$ cat config.mk
export PLATFORM = sky130hd
export DESIGN_NAME = mul_seq_ctrl
export DESIGN_NICKNAME = d
export VERILOG_FILES = /design/src/rtl/mul_seq_ctrl.sv
export SDC_FILE = /design/constraint.sdc
export NUM_CORES = 1
export LEC_CHECK = 0
export ABC_AREA = 1
export CAP_MARGIN = 20
export CORE_MARGIN = 3
export CORE_UTILIZATION = 50
export DETAILED_ROUTE_END_ITERATION = 10
export PLACE_DENSITY = 0.73
export SLEW_MARGIN = 30
export SYNTH_ARGS = -nofsm -noshare
export SYNTH_HDL_FRONTEND = slang
export SYNTH_SLANG_ARGS = --single-unit
export TNS_END_PERCENT = 5
$ cat constraint.sdc
create_clock -name clk -period 5.69 [get_ports clk]
set_input_delay 1.138 -clock clk [delete_from_list [all_inputs] [get_ports clk]]
set_output_delay 1.138 -clock clk [all_outputs]
set_load 0.01 [all_outputs]
$ cat src/rtl/mul_seq_ctrl.sv
// Sequential radix-4 unsigned multiplier controller: one shared add/accumulate step
// retires two multiplier bits per cycle; operands and product use valid/ready handshakes.
module mul_seq_ctrl #(
    parameter int unsigned W = 8
) (
    input  logic           clk,
    input  logic           rst_n,
    input  logic           clear,
    input  logic           in_valid,
    output logic           in_ready,
    input  logic [W-1:0]   a,
    input  logic [W-1:0]   b,
    output logic           out_valid,
    input  logic           out_ready,
    output logic [2*W-1:0] p,
    output logic           busy
);

    localparam int unsigned STEPS = W / 2;
    localparam int unsigned KW    = (STEPS > 1) ? $clog2(STEPS) : 1;

    typedef enum logic [1:0] {
        IDLE = 2'd0,
        RUN  = 2'd1,
        DONE = 2'd2
    } state_t;

    state_t          state, state_nx;
    logic [W-1:0]    mcand, mplier;
    logic [2*W-1:0]  acc, acc_step;
    logic [KW-1:0]   k;
    logic [W-1:0]    mplier_sh;
    logic [1:0]      d;
    logic [W+1:0]    pp;
    logic            accept, k_last;

    assign accept = (state == IDLE) && in_valid;
    assign k_last = (k == KW'(STEPS - 1));

    // Radix-4 partial product for the current digit, scaled into place by 2k
    always_comb begin
        mplier_sh = mplier >> {k, 1'b0};
        d         = mplier_sh[1:0];
        pp        = '0;
        case (d)
            2'd0: pp = '0;
            2'd1: pp = {2'b00, mcand};
            2'd2: pp = {1'b0, mcand, 1'b0};
            2'd3: pp = {2'b00, mcand} + {1'b0, mcand, 1'b0};
            default: pp = '0;
        endcase
        acc_step = acc + ((2*W)'(pp) << {k, 1'b0});
    end

    always_comb begin
        state_nx = state;
        if (clear) begin
            state_nx = IDLE;
        end else begin
            case (state)
                IDLE: if (in_valid) state_nx = RUN;
                RUN:  if (k_last)   state_nx = DONE;
                DONE: if (out_ready) state_nx = IDLE;
                default: state_nx = IDLE;
            endcase
        end
    end

    always_ff @(posedge clk or negedge rst_n) begin
        if (!rst_n) begin
            state <= IDLE;
        end else begin
            state <= state_nx;
        end
    end

    always_ff @(posedge clk or negedge rst_n) begin
        if (!rst_n) begin
            mcand  <= '0;
            mplier <= '0;
            acc    <= '0;
            k      <= '0;
        end else if (clear) begin
            acc <= '0;
            k   <= '0;
        end else if (accept) begin
            mcand  <= a;
            mplier <= b;
            acc    <= '0;
            k      <= '0;
        end else if (state == RUN) begin
            acc <= acc_step;
            k   <= k + KW'(1);
        end
    end

    assign in_ready  = (state == IDLE);
    assign out_valid = (state == DONE);
    assign busy      = (state != IDLE);
    assign p         = acc;

endmodule

==> impl_results.md <==
- Static Leakage: 0.001838 uW
- Final setup violating endpoints: 0
- Largest net degree at the start of global routing: 37
- Hold Crit Depth: 1
- Via Count: 2950
- DRT antenna net count: 0
- Nets: 510
- Syn_nets: 474
- Clock Path Buffers: 2
- M3 GR Usage: 2.748%
- Arr. time, crit path: 3.62 ns
- GP Congestion: 0.9098
- Fill cell count: 555
- Met1 usage: 29.54%
- Post-synth EDFFs: 0
- Placeable Area: 5743 um2
- Max IR drop VDD: 0.1969 mV
- Gr ovfl total: 0
- Row Count: 27
- Unrepaired setup endpoints after global routing: no
- Final period util: 60.45%
- Post-synth top area share: 29.23%
- PwrDens: 385.6 nW/um2
- Die Y: 84.51 um
- Worst-case reg-to-reg path depth: 22
- Distinct cells, synth: 45
- Synthesized area per cell: 7.217 um2
- Placed wire-length estimate: 5882 um
- Critical Path End Type: flop
- N_diodes: 0
- Vias per Instance: 5.504
- Outcome: finished clean
- Final setup TNS: 0 ns
- CTS Sinks: 36
- CTS Root Cell: clkbuf_8
- Worst-skew pair later-pin latency: 0.30 ns
- Crit Path Class: reg2reg
- Area grow syn2layout: 16.73%
- Fmax: 290.8 MHz
- Die Area: 7141 um2
- Register area share after synthesis: 29.23%
- Fin crit period: 3.439 ns
- 1st-pass router iterations: 5
- Top cells by area, synth: dfrtp_1 (29%), nand2_1 (15%), ha_1 (9.7%)
- Postcts setup bufs: 0
- Vias in the first global route: 2878
- Worst Setup Start Kind: flop
- Rel. slew slack: 43.75%
- Post-cts sizing count: 0
- First-iteration detailed-routing DRC count: 165
- CTS H-tree lvls: 2
- Hold Vio Cnt, Final: 0
- Final Max Tran Viols: 0
- DR DRC count: 0
- Overall Global Routing Usage: 22.36%
- CTS buffer count: 5
- Skew final: 0.01252 ns
- Global Route met2 Usage: 38.65%
- Crit path max fanout: 5
- Primary FF master, synth: dfrtp_1
- Yosys warnings: 0
- Die X: 84.51 um
- Initial Utilization: 53.66%
- Share of cells above drive strength 1: 8.621%
- Synthesized area: 3082 um2
- CTS tree: yes
- FFs w/ async S/R, synth: 100.0%
- Cell taking the most area after synthesis: dfrtp_1
- Initial antenna violation count: 0
- Hold_buf cts: 0
- # IOs: 40
- GRT busiest layer: met2
- Number of synthesized register bits: 36
- First-pass GRT wire length: 13250 um
- Req. time, crit path: 5.87 ns
- Hold crit path type: reg2reg
- Post-Synthesis Cells: 427
- Drt total wl: 7613 um
- Clock transition at path regs: 0.08 ns
- Number of port buffers: 39
- Slew of the pin with the lowest slew margin: 0.8438 ns
- Max-Cap Viols: 0
- Total power: 1387 uW
- Post-DR wirelength/cell: 14.20 um
## power by group
| part | total [uW] | internal, uW | switching (uW) |
|---|---|---|---|
| logic | 827 | 317 | 510 |
| clock network | 188 | 85.5 | 102 |
| registers | 373 | 308 | 64.2 |
| total | 1390 | 711 | 676 |
## cell usage after synthesis, drive strengths merged, types with 4 or more instances
| cell | instances |
|---|---|
| buf | 9 |
| dfrtp | 36 |
| mux2 | 11 |
| a21o | 5 |
| or2 | 4 |
| ha | 24 |
| nand2 | 125 |
| nand3 | 44 |
| nand4 | 11 |
| inv | 43 |
| o21ai | 25 |
| nor2 | 39 |
| a21oi | 27 |
## path summary, 6_finish.rpt
path | slack (ns) | from | endpoint
min in group asynchronous | 0.92 | rst_n | mcand[5]
hold reg to reg | 0.51 | mplier[2] | mplier[2]
setup / recovery | 2.25 | mcand[1] | p[13]
setup reg to reg | 2.25 | mcand[1] | p[13]
hold / removal | 0.51 | mplier[2] | mplier[2]
max in group asynchronous | 4.21 | rst_n | mcand[1]
## per-layer routing
| metal | wire [um] | vias up | share of wire [%] |
|---|---|---|---|
| met5 | 0 | - | 0 |
| met4 | 78 | 0 | 1.0 |
| met3 | 303 | 7 | 4.0 |
| met2 | 3606 | 75 | 47 |
| met1 | 3625 | 1360 | 48 |
| li1 | - | 1508 | - |
## cells by family (layout without fill, tap and decap cells)
logic type	Yosys count	count (layout)	share of synthesized area (%)
AND/OR/NAND/NOR	230	230	34.51
multiplexers	11	11	4.020
flip-flops	36	36	29.23
XOR/XNOR	3	3	0.8528
AO/OA/AOI/OAI	68	68	13.20
adder cells (fa/ha/maj)	26	26	11.04
buffers and inverters	53	90	7.146
## per-stage QoR
step / utilization [%] / area [um2] / worst slack [ns] / hold WS [ns] / instances
finish: 62.64 / 3597 / 2.251 / 0.5060 / 536
global route: 62.64 / 3597 / 1.787 / 0.5236 / 536
CTS: 62.64 / 3597 / 2.265 / 0.5090 / 536
detailed placement: 61.11 / 3510 / 2.287 / 0.4904 / 528
global placement: 61.00 / 3503 / 2.296 / 0.4790 / 528
floorplan: - / 3082 / 2.755 / 0.4646 / 427
## state kept, by name (all words and copies together) (netlist names)
name	count
state	2
mplier	8
p	16
mcand	8
k	2
## cell type report
| cell class | instances | area (um2) | share of cell area, % |
|---|---|---|---|
| Sequential cell | 36 | 900.9 | 25.04 |
| Multi-Input combinational cell | 338 | 1967 | 54.68 |
| Tap cell | 72 | 90.09 | 2.504 |
| Clock inverter | 3 | 18.77 | 0.5217 |
| Clock buffer | 5 | 68.82 | 1.913 |
| Inverter | 43 | 166.4 | 4.626 |
| Timing Repair Buffer | 39 | 385.4 | 10.71 |
## cells in the final DEF (no fill, tap or decap), types with 2 or more instances in the layout
cell and count:
a21oi_1 25, nand3_1 37, a22o_1 2, inv_1 40, fa_1 2, o21ai_0 16
nor2_1 36, nand3b_1 2, o211ai_1 2, xnor2_1 2, mux2_2 8, mux2_1 3
or2_2 3, o21ai_1 9, inv_2 2, clkinv_2 2, nor3_1 2, clkdlybuf4s50_1 38
nand3_2 7, nand4_1 11, a21oi_4 2, o21bai_1 2, dfrtp_1 36, a21o_1 5
ha_1 24, nand2_4 3, nand2_1 121, clkbuf_8 5
## critical path, stage by stage, from the launching register on
cell and delay, ns:
dfrtp_1 0.43, ha_1 0.20, inv_1 0.06, fa_1 0.35
inv_1 0.07, nand2_1 0.09, nand2_1 0.11, nand2_1 0.10
o21ai_0 0.15, nand2_1 0.06, nand3_1 0.15, nand3_2 0.10
nand3_1 0.08, o21ai_1 0.07, ha_1 0.34, nand2_1 0.17
inv_1 0.06, a21oi_1 0.18, nor2_1 0.07, nor3_1 0.23
nand3_1 0.11, nand3_1 0.10, nand2_1 0.06
Power figures use the tool's default switching activity.
